--- src/rtl/syria_pkg.sv ---
// Shared types, ASCII key codes and baud divider helper for the UART command receiver.
package syria_pkg;

    typedef enum logic [2:0] {
        IDLE,
        START,
        DATA,
        PARITY,
        STOP,
        BREAK
    } rx_state_t;

    typedef struct packed {
        logic up;
        logic down;
        logic left;
        logic right;
        logic center;
        logic pause;
    } cmd_t;

    localparam logic [7:0] KEY_UP_L    = 8'h77;
    localparam logic [7:0] KEY_UP_U    = 8'h57;
    localparam logic [7:0] KEY_DOWN_L  = 8'h73;
    localparam logic [7:0] KEY_DOWN_U  = 8'h53;
    localparam logic [7:0] KEY_LEFT_L  = 8'h61;
    localparam logic [7:0] KEY_LEFT_U  = 8'h41;
    localparam logic [7:0] KEY_RIGHT_L = 8'h64;
    localparam logic [7:0] KEY_RIGHT_U = 8'h44;
    localparam logic [7:0] KEY_PAUSE_L = 8'h70;
    localparam logic [7:0] KEY_PAUSE_U = 8'h50;
    localparam logic [7:0] KEY_SPACE   = 8'h20;
    localparam logic [7:0] KEY_CR      = 8'h0D;

    function automatic int unsigned calc_div(
        input int unsigned clk_hz,
        input int unsigned baud,
        input int unsigned os
    );
        return clk_hz / (baud * os);
    endfunction

    function automatic cmd_t decode_key(input logic [7:0] key);
        cmd_t c;
        c = '0;
        case (key)
            KEY_UP_L, KEY_UP_U:       c.up     = 1'b1;
            KEY_DOWN_L, KEY_DOWN_U:   c.down   = 1'b1;
            KEY_LEFT_L, KEY_LEFT_U:   c.left   = 1'b1;
            KEY_RIGHT_L, KEY_RIGHT_U: c.right  = 1'b1;
            KEY_SPACE, KEY_CR:        c.center = 1'b1;
            KEY_PAUSE_L, KEY_PAUSE_U: c.pause  = 1'b1;
            default:                  c        = '0;
        endcase
        return c;
    endfunction

endpackage

--- src/rtl/rx_tick_gen.sv ---
// Oversample tick generator: one-clock tick every DIV clocks, held at zero by clr.
module rx_tick_gen #(
    parameter int unsigned DIV = 54
) (
    input  logic clk,
    input  logic rst,
    input  logic clr,
    output logic tick
);

    localparam int W = (DIV > 1) ? $clog2(DIV) : 1;
    localparam logic [W-1:0] LAST = W'(DIV - 1);

    logic [W-1:0] cnt;

    always_ff @(posedge clk) begin
        if (rst || clr) begin
            cnt  <= '0;
            tick <= 1'b0;
        end else if (cnt == LAST) begin
            cnt  <= '0;
            tick <= 1'b1;
        end else begin
            cnt  <= cnt + 1'b1;
            tick <= 1'b0;
        end
    end

endmodule

--- src/rtl/uart_cmd_rx.sv ---
// UART receiver decoding terminal keys into one-cycle game command pulses.
// Define RX_PARITY_EN for 8E1 frames with even-parity checking (default 8N1).
import syria_pkg::*;

module uart_cmd_rx #(
    parameter int unsigned CLK_HZ     = 100000000,
    parameter int unsigned BAUD       = 115200,
    parameter int unsigned OVERSAMPLE = 16
) (
    input  logic       clk,
    input  logic       rst,
    input  logic       RxD,
    output logic [7:0] byte_data,
    output logic       byte_valid,
    output logic       cmd_up,
    output logic       cmd_down,
    output logic       cmd_left,
    output logic       cmd_right,
    output logic       cmd_center,
    output logic       cmd_pause,
    output logic       frame_err,
    output logic       parity_err
);

    localparam int unsigned DIV = calc_div(CLK_HZ, BAUD, OVERSAMPLE);
    localparam int SW = $clog2(OVERSAMPLE);
    localparam logic [SW-1:0] HALF = SW'(OVERSAMPLE / 2 - 1);
    localparam logic [SW-1:0] FULL = SW'(OVERSAMPLE - 1);

    rx_state_t     state;
    logic [1:0]    sync;
    logic          rx;
    logic          rx_prev;
    logic          tick;
    logic [SW-1:0] smp;
    logic [2:0]    bit_idx;
    logic [7:0]    shift;
    cmd_t          cmd;
    logic          par_ok;

    assign rx = sync[1];

    always_ff @(posedge clk) begin
        if (rst) sync <= 2'b11;
        else     sync <= {sync[0], RxD};
    end

    rx_tick_gen #(.DIV(DIV)) u_tick (
        .clk  (clk),
        .rst  (rst),
        .clr  (state == IDLE),
        .tick (tick)
    );

`ifdef RX_PARITY_EN
    logic par_bad;
    logic perr_q;
    assign par_ok     = ~par_bad;
    assign parity_err = perr_q;
`else
    assign par_ok     = 1'b1;
    assign parity_err = 1'b0;
`endif

    always_ff @(posedge clk) begin
        if (rst) begin
            state      <= IDLE;
            rx_prev    <= 1'b1;
            smp        <= '0;
            bit_idx    <= '0;
            shift      <= '0;
            byte_data  <= '0;
            byte_valid <= 1'b0;
            cmd        <= '0;
            frame_err  <= 1'b0;
`ifdef RX_PARITY_EN
            par_bad    <= 1'b0;
            perr_q     <= 1'b0;
`endif
        end else begin
            rx_prev    <= rx;
            byte_valid <= 1'b0;
            cmd        <= '0;
            frame_err  <= 1'b0;
`ifdef RX_PARITY_EN
            perr_q     <= 1'b0;
`endif
            unique case (state)
                IDLE: begin
                    if (rx_prev && !rx) begin
                        state <= START;
                        smp   <= '0;
                    end
                end
                START: begin
                    if (tick) begin
                        if (smp == HALF) begin
                            smp     <= '0;
                            bit_idx <= '0;
                            state   <= rx ? IDLE : DATA;
                        end else begin
                            smp <= smp + 1'b1;
                        end
                    end
                end
                DATA: begin
                    if (tick) begin
                        if (smp == FULL) begin
                            smp     <= '0;
                            shift   <= {rx, shift[7:1]};
                            bit_idx <= bit_idx + 1'b1;
                            if (bit_idx == 3'd7) begin
`ifdef RX_PARITY_EN
                                state <= PARITY;
`else
                                state <= STOP;
`endif
                            end
                        end else begin
                            smp <= smp + 1'b1;
                        end
                    end
                end
`ifdef RX_PARITY_EN
                PARITY: begin
                    if (tick) begin
                        if (smp == FULL) begin
                            smp     <= '0;
                            par_bad <= rx ^ (^shift);
                            state   <= STOP;
                        end else begin
                            smp <= smp + 1'b1;
                        end
                    end
                end
`endif
                STOP: begin
                    if (tick) begin
                        if (smp == FULL) begin
                            smp       <= '0;
                            frame_err <= ~rx;
`ifdef RX_PARITY_EN
                            perr_q    <= par_bad;
`endif
                            // Either error suppresses the byte entirely
                            if (rx && par_ok) begin
                                byte_valid <= 1'b1;
                                byte_data  <= shift;
                                cmd        <= decode_key(shift);
                            end
                            state <= rx ? IDLE : BREAK;
                        end else begin
                            smp <= smp + 1'b1;
                        end
                    end
                end
                BREAK: begin
                    if (rx) state <= IDLE;
                end
                default: state <= IDLE;
            endcase
        end
    end

    assign cmd_up     = cmd.up;
    assign cmd_down   = cmd.down;
    assign cmd_left   = cmd.left;
    assign cmd_right  = cmd.right;
    assign cmd_center = cmd.center;
    assign cmd_pause  = cmd.pause;

endmodule

--- config.mk ---
export PLATFORM = sky130hd
export DESIGN_NAME = uart_cmd_rx
export DESIGN_NICKNAME = d
export VERILOG_FILES = /design/src/rtl/syria_pkg.sv /design/src/rtl/rx_tick_gen.sv /design/src/rtl/uart_cmd_rx.sv
export SDC_FILE = /design/constraint.sdc
export NUM_CORES = 1
export LEC_CHECK = 0
export ABC_AREA = 0
export CAP_MARGIN = 15
export CORE_ASPECT_RATIO = 1.25
export CORE_MARGIN = 5
export CORE_UTILIZATION = 60
export DETAILED_ROUTE_END_ITERATION = 16
export PLACE_DENSITY = 0.91
export SLEW_MARGIN = 20
export SYNTH_ARGS = -nofsm -noshare
export SYNTH_HDL_FRONTEND = slang
export SYNTH_SLANG_ARGS = --single-unit
--- constraint.sdc ---
create_clock -name clk -period 2.4 [get_ports clk]
set_clock_uncertainty 0.05 [all_clocks]
set_input_delay 0.36 -clock clk [delete_from_list [all_inputs] [get_ports clk]]
set_output_delay 0.36 -clock clk [all_outputs]
set_load 0.01 [all_outputs]
==> flow_summary.yaml, run 1 <==
outcome:
  status: "finished clean"
yosys:
  synth_fp_nets: 212
  yosysWarnings: 0
  synth_edf_count: 0
  async_flop_share_pct: 0
  synth_area_mm2: 0.001972
  synthXorXnorAreaFrac_pct: 2.221
  ys_seq_elements: 44
  synth_compound_area_share_pct: 8.376
  synth.distinct_cells: 51
  synth-simple-area-share_pct: 27.22
  yosysSeqAreaShare_pct: 44.67
  syn_area_per_cell_um2: 9.666
  syn_inst: 204
  synth_mux_area_share_pct: 10.28
  synth_ff_type: "dfxtp_1"
  yosys.area_share.adder_pct: 3.173
  synth_top_family_by_area: "simple AND/OR/NAND/NOR gates"
cells_and_area:
  final_area_mm2: 0.002230
  layout.nets: 226
  postLayoutCoreUtil_pct: 69.80
  fin_cells: 256
  seq_area_um2: 880.8
  fillers: 235
  multi_input_comb_area_mm2: 0.001015
  layout-drive-gt1-share_pct: 10.50
  syn_to_final_growth_pct: 13.07
  antenna_cells: 0
clock_network:
  cts_inserted_buffers: 5
  htree_levels: 2
  root_buffer: "clkbuf_8"
  cts_tree: "built"
  post_cts.repair.setup_buffers: 0
  ctsResizeCount: 0
  clock-sinks: 44
  clk_pin_slew_ns: 0.07
  clk_latency_ns: 0.29
  clk_path_buf_depth: 2
  hold_buffers: 0
timing:
  final-hold-violation-count: 0
  tightestPinTransition_ns: 0.5785
  max_freq_ghz: 0.5163
  setup-tns-final_ns: 0
  timing.final.ws_setup_ns: 0.4632
  finalCritPeriodShare_pct: 80.70
  drv_slew: 0
  slew-limit-headroom_pct: 61.38
  setup_viol: 0
  fin_crit_ns: 1.937
  grt_setup_unrepaired: "no"
  holdWs_ns: 0.3742
global_route:
  grt_pass1_wl_um: 6568
  use_met2_pct: 32.59
  top_usage_layer: "met2"
  grt_start_max_net_pins: 35
  grt_pass1_vias: 1488
  use_met3_pct: 4.861
  gr-total-overflow: 0
  antenna_found_initial: 0
  grt_use_met1_pct: 22.84
  grt_usage_pct: 19.17
critical_path:
  endpoint_kind: "register"
  cp_data_required_time_ns: 2.52
  path_max_fanout: 13
  cp-start-kind: "register"
  arrival_ns: 2.06
  path_class: "register to register"
detailed_routing:
  drtPass1Iterations: 6
  vias: 1504
  drt-vias-per-instance: 5.875
  ant_nets: 0
  drt-wirelength-per-cell_um: 14.40
  drc: 0
  drt_wl_total_um: 3686
  drtIter0Drc: 50
placement:
  gp_congestion: 0.8228
  hpwl_um: 2385
  place_area_mm2: 0.002145
  dp.cells: 248
  numPortBuffers: 18
  pre_cts_ws_ns: 0.5307
floorplan:
  start_util_pct: 61.73
  die-width_um: 61.28
  fp.coreArea_mm2: 0.003194
  die-area_mm2: 0.004540
  ios: 20
  die_h_um: 74.10
  row_count: 23
job:
  cap_violations: 0
power:
  cellPowerDensity_mw_per_mm2: 628.6
  leakage_nw: 0.8384
  ir_drop_mv: 0.5163
  power.total_mw: 1.401
hold_path:
  min-delay-path-class: "register to register"
[registers in the layout, indices dropped and copies added (netlist names), 2 cells and up]
register / flops
bit_idx: 3
byte_data: 8
shift: 8
smp: 4
state: 3
sync: 2
u_tick.cnt: 6
[synth_stat cells, types with 3 or more instances]
cell type / count / share of area, %
nand2b_1: 5 / 1.6
clkbuf_1: 5 / 0.95
nand2_1: 5 / 0.95
mux2i_1: 18 / 9.1
ha_1: 5 / 3.2
buf_2: 4 / 1.0
nand4_1: 6 / 1.9
or2_2: 4 / 1.3
nor2_1: 34 / 6.5
xor2_1: 3 / 1.3
nand3_1: 10 / 2.5
nor2b_1: 3 / 0.95
nor3_1: 3 / 0.76
dfxtp_1: 44 / 45
o21ai_1: 3 / 0.76
a21oi_1: 7 / 1.8
[logic make-up after synthesis]
group,count (synthesis)
simple gates,91
buf+inv,15
xor+xnor,5
other cells,1
compound gates,23
fa+ha+maj,5
flops,44
mux,20
[power breakdown]
| group | total, mW | switching [mW] | internal, mW |
|---|---|---|---|
| registers | 0.771 | 0.0285 | 0.742 |
| logic | 0.188 | 0.110 | 0.0783 |
| clock network | 0.443 | 0.235 | 0.208 |
[worst max-delay path, cell delays in order, from the launching register on]
cell and delay, ns:
dfxtp_1 0.45, nor2_1 0.40, nand4_1 0.36, buf_4 0.31, mux2i_1 0.19, nor2_1 0.06
[cell usage in the layout, fill, tap and decap left out, types with 4 or more instances in the layout]
cell type,Yosys,final
ha_1,5,5
nand2b_1,5,5
dfxtp_1,44,44
nor2_1,34,34
nand2_1,5,5
mux2i_1,18,18
or2_2,4,4
clkdlybuf4s50_1,0,18
a21oi_1,7,7
nand3_1,10,10
nand4_1,6,6
clkbuf_8,0,5
[final cells by class]
type | count | share of cell area, %
clock buffer | 7 | 3.423
clock inverter | 1 | 0.3928
inverter | 2 | 0.3367
multi-input combinational | 145 | 45.51
sequential | 44 | 39.51
tap | 37 | 2.076
timing repair buffer | 20 | 8.754
[routing by layer]
layer / routed length [um] / share of wire (%)
met5: 0 / 0
met1: 1595 / 43
met2: 1908 / 52
met4: 68 / 1.8
met3: 113 / 3.1
[worst paths after layout]
path | startpoint | slack (ns) | cells past startpoint | endpoint
max reg2reg | state[0] | 0.46 | 5 | byte_data[7]
min reg2reg | sync[0] | 0.37 | 1 | sync[1]
min | sync[0] | 0.37 | 1 | sync[1]
max | state[0] | 0.46 | 5 | byte_data[7]
Note: power is estimated with default switching activity, not from simulation.
==> inputs of run 2 (changes only) <==
--- a/config.mk
+++ b/config.mk
@@ -9,9 +9,9 @@
 export CAP_MARGIN = 15
 export CORE_ASPECT_RATIO = 1.25
 export CORE_MARGIN = 5
-export CORE_UTILIZATION = 60
+export CORE_UTILIZATION = 55
 export DETAILED_ROUTE_END_ITERATION = 16
-export PLACE_DENSITY = 0.91
+export PLACE_DENSITY = 0.85
 export SLEW_MARGIN = 20
 export SYNTH_ARGS = -nofsm -noshare
 export SYNTH_HDL_FRONTEND = slang
==> constraint.sdc (replaced) <==
create_clock -name clk -period 2 [get_ports clk]
set_clock_uncertainty 0.05 [all_clocks]
set_input_delay 0.3 -clock clk [delete_from_list [all_inputs] [get_ports clk]]
set_output_delay 0.3 -clock clk [all_outputs]
set_load 0.01 [all_outputs]
==> flow_summary.yaml, run 2 (synthesis gave the netlist of run 1 again) <==
outcome:
  status: "finished clean"
timing:
  fin_crit_ns: 1.864
  setup_viol: 0
  max_freq_ghz: 0.5363
  final-hold-violation-count: 0
  drv_slew: 0
  grt_setup_unrepaired: "no"
  setup-tns-final_ns: 0
  finalCritPeriodShare_pct: 93.22
  holdWs_ns: 0.3922
hold_path:
  min-delay-path-class: "register to register"
critical_path:
  cp_data_required_time_ns: 2.16
  arrival_ns: 2.02
  cp-start-kind: "register"
  path_max_fanout: 6
  path_class: "register to register"
  endpoint_kind: "register"
global_route:
  grt_pass1_vias: 1508
  grt_usage_pct: 17.40
  grt_pass1_wl_um: 6906
  gr-total-overflow: 0
  antenna_found_initial: 0
  grt_start_max_net_pins: 34
cells_and_area:
  syn_to_final_growth_pct: 17.20
  layout_common_cells: "dfxtp_1 (44), nor2_1 (34), mux2i_1 (18), clkdlybuf4s50_1 (18), nand3_1 (10)"
  layout_commonest_cell: "dfxtp_1"
  final_area_mm2: 0.002311
  antenna_cells: 0
  layout-drive-gt1-share_pct: 13.00
  layout.nets: 230
  reg_top3: "byte_data (8), shift (8), u_tick.cnt (6)"
detailed_routing:
  vias: 1531
  drtPass1Iterations: 4
  drc: 0
  drt_wl_total_um: 3806
  ant_nets: 0
  drt-vias-per-instance: 5.844
  drtIter0Drc: 44
  drt-wirelength-per-cell_um: 14.53
clock_network:
  clk_path_buf_depth: 2
  cts_inserted_buffers: 5
  post_cts.repair.setup_buffers: 0
  ctsResizeCount: 0
  root_buffer: "clkbuf_8"
  htree_levels: 2
  cts_tree: "built"
  clk_latency_ns: 0.29
  clock-sinks: 44
  hold_buffers: 0
  clk_pin_slew_ns: 0.08
placement:
  gp_congestion: 0.8553
  hpwl_um: 2605
  place_area_mm2: 0.002190
  numPortBuffers: 18
floorplan:
  die-area_mm2: 0.004890
  row_count: 24
  fp.coreArea_mm2: 0.003483
  die_h_um: 76.95
  start_util_pct: 56.61
  die-width_um: 63.56
  ios: 20
job:
  cap_violations: 0
power:
  ir_drop_mv: 0.7705
  cellPowerDensity_mw_per_mm2: 803.6
  leakage_nw: 0.8827
[run 2: changes by cell type in the layout (fill, tap and decap cells not counted), sizes merged]
cell	previous run	this run
clkbuf	7	6
buf	2	6
bufinv	0	1
[run 2: worst paths after layout]
kind / startpoint / endpoint / slack, ns / cells past startpoint
max reg2reg: smp[0] / cmd_left / 0.14 / 6
min: sync[0] / sync[1] / 0.39 / 1
min reg2reg: sync[0] / sync[1] / 0.39 / 1
max: smp[0] / cmd_left / 0.14 / 6
[run 2: stage by stage]
step,utilization (%),power [mW],std cells,setup WS [ns]
final,66.34,1.857,262,0.1355
after global routing,66.34,1.950,262,0.002389
after CTS,66.34,1.875,262,0.1392
after detailed placement,62.86,1.177,254,0.1444
after global placement,62.86,1.176,254,0.2109
after floorplan,-,1.124,204,0.3279
[run 2: area by class of cell]
class	count	area (um^2)
Sequential cell	44	880.8
Tap cell	39	48.80
Inverter	2	7.507
Timing Repair Buffer	24	237.7
Clock inverter	2	38.79
Multi-Input combinational cell	145	1015
Fill cell	267	1172
Clock buffer	6	82.58
[run 2: critical path, stage by stage (launching register included)]
cell and delay (ns):
dfxtp_1 0.39, ha_1 0.26, and4_1 0.26, nand4_1 0.25
nor2_8 0.19, nand4b_4 0.13, nor4b_2 0.25
[run 2: routing by layer]
layer	part of all wire [%]	global-route usage, %	up-vias	routed length [um]
met3	2.9	3.801	12	110
met4	2.4	6.861	0	93
li1	-	-	761	-
met1	41	19.52	731	1561
met5	0	0	-	0
met2	54	31.20	27	2040
[run 2: power breakdown]
group	internal (mW)	total [mW]	switching, mW
Clock	0.408	0.700	0.292
Sequential	0.891	0.925	0.0346
Combinational	0.105	0.232	0.127
Total	1.40	1.86	0.454
==> inputs of run 3 (changes only) <==
--- a/config.mk
+++ b/config.mk
@@ -9,9 +9,9 @@
 export CAP_MARGIN = 15
 export CORE_ASPECT_RATIO = 1.25
 export CORE_MARGIN = 5
-export CORE_UTILIZATION = 55
+export CORE_UTILIZATION = 50
 export DETAILED_ROUTE_END_ITERATION = 16
-export PLACE_DENSITY = 0.85
+export PLACE_DENSITY = 0.79
 export SLEW_MARGIN = 20
 export SYNTH_ARGS = -nofsm -noshare
 export SYNTH_HDL_FRONTEND = slang
==> flow_summary.yaml, run 3 (synthesis gave the netlist of run 1 again) <==
critical_path:
  arrival_ns: 2.01
  path_class: "register to register"
  crit_path_top_delay_cell: "dfxtp_1"
  crit_chain: "ha_2 > and3_1 > o32a_1 > a21oi_1 > nand4_1 > a31oi_1"
  cp_data_required_time_ns: 2.17
  endpoint_kind: "register"
  crit_family: "compound AO/OA/AOI/OAI gates"
  path_max_fanout: 6
  worst-path-buf-inv: 0
  cp-start-kind: "register"
  critPathMaxStageDelay_ns: 0.35
timing:
  fin_crit_ns: 1.836
  setup_viol: 0
  drv_slew: 0
  grt_setup_unrepaired: "no"
  max_freq_ghz: 0.5447
  timing.final.ws_setup_ns: 0.1640
  setup-tns-final_ns: 0
  holdWs_ns: 0.3642
  final-hold-violation-count: 0
  finalCritPeriodShare_pct: 91.80
cells_and_area:
  fillers: 332
  layout_commonest_cell: "dfxtp_1"
  layout_common_cells: "dfxtp_1 (44), nor2_1 (34), mux2i_1 (18), clkdlybuf4s50_1 (18), nand3_1 (10)"
  layout-drive-gt1-share_pct: 12.61
  seq_area_um2: 880.8
  layout.nets: 230
  reg_top3: "byte_data (8), shift (8), u_tick.cnt (6)"
  syn_to_final_growth_pct: 16.05
  postLayoutCoreUtil_pct: 60.46
  multi_input_comb_area_mm2: 0.001017
  antenna_cells: 0
clock_network:
  clk_path_buf_depth: 2
  htree_levels: 2
  hold_buffers: 0
  cts_tree: "built"
  root_buffer: "clkbuf_8"
  clk_pin_slew_ns: 0.08
  clock-sinks: 44
  cts_inserted_buffers: 5
  clk_latency_ns: 0.29
  ctsResizeCount: 0
  post_cts.repair.setup_buffers: 0
power:
  ir_drop_mv: 0.5037
  cellPowerDensity_mw_per_mm2: 729.7
  leakage_nw: 0.8602
detailed_routing:
  drtIter0Drc: 71
  vias: 1495
  drt_wl_total_um: 3717
  ant_nets: 0
  drtPass1Iterations: 4
  drt-vias-per-instance: 5.417
  drt-wirelength-per-cell_um: 13.47
  drc: 0
job:
  cap_violations: 0
global_route:
  grt_pass1_wl_um: 6555
  gr-total-overflow: 0
  grt_pass1_vias: 1461
  grt_usage_pct: 15.94
  antenna_found_initial: 0
  grt_start_max_net_pins: 35
floorplan:
  die-width_um: 66.17
  die_h_um: 80.21
  fp.coreArea_mm2: 0.003785
  row_count: 25
  ios: 20
  start_util_pct: 52.10
  die-area_mm2: 0.005308
hold_path:
  min-delay-path-class: "register to register"
placement:
  pre_cts_ws_ns: 0.1526
  gp_congestion: 0.8142
  hpwl_um: 2652
  numPortBuffers: 18
outcome:
  status: "finished clean"
==> run 3: area by class of cell <==
cell class              count  area share, %
clock buffers               6          3.171
repair buffers             24          10.39
inverters                   2         0.3280
multi-input cells         145          44.45
well taps                  54          2.952
flip-flops and latches     44          38.49
clock inverters             1         0.2187
==> run 3: power breakdown <==
part	internal (mW)	switching [mW]
Clock	0.237	0.269
Sequential	0.891	0.0205
Combinational	0.105	0.147
Total	1.23	0.437
==> run 3: metrics by stage <==
step,total power [mW],instances,cell area [um^2]
detailed placement,1.183,269,2208
global placement,1.177,269,2208
floorplan,1.124,204,1972
global route,1.760,276,2288
finish,1.670,276,2288
CTS,1.687,276,2286
==> run 3: path summary, 6_finish.rpt <==
| kind | endpoint | startpoint | slack, ns | cells after the start |
|---|---|---|---|---|
| max reg2reg | smp[3] | smp[0] | 0.16 | 6 |
| max | smp[3] | smp[0] | 0.16 | 6 |
| min reg2reg | sync[1] | sync[0] | 0.36 | 1 |
| min | sync[1] | sync[0] | 0.36 | 1 |
==> run 3: layer usage <==
layer / global-route usage, % / up-vias / part of all wire [%] / routed length, um
met2: 26.02 / 26 / 50 / 1865
met4: 9.350 / 0 / 3.8 / 143
met5: 0 / - / 0 / 0
met1: 19.13 / 702 / 44 / 1622
li1: - / 754 / - / -
met3: 3.077 / 13 / 2.3 / 86
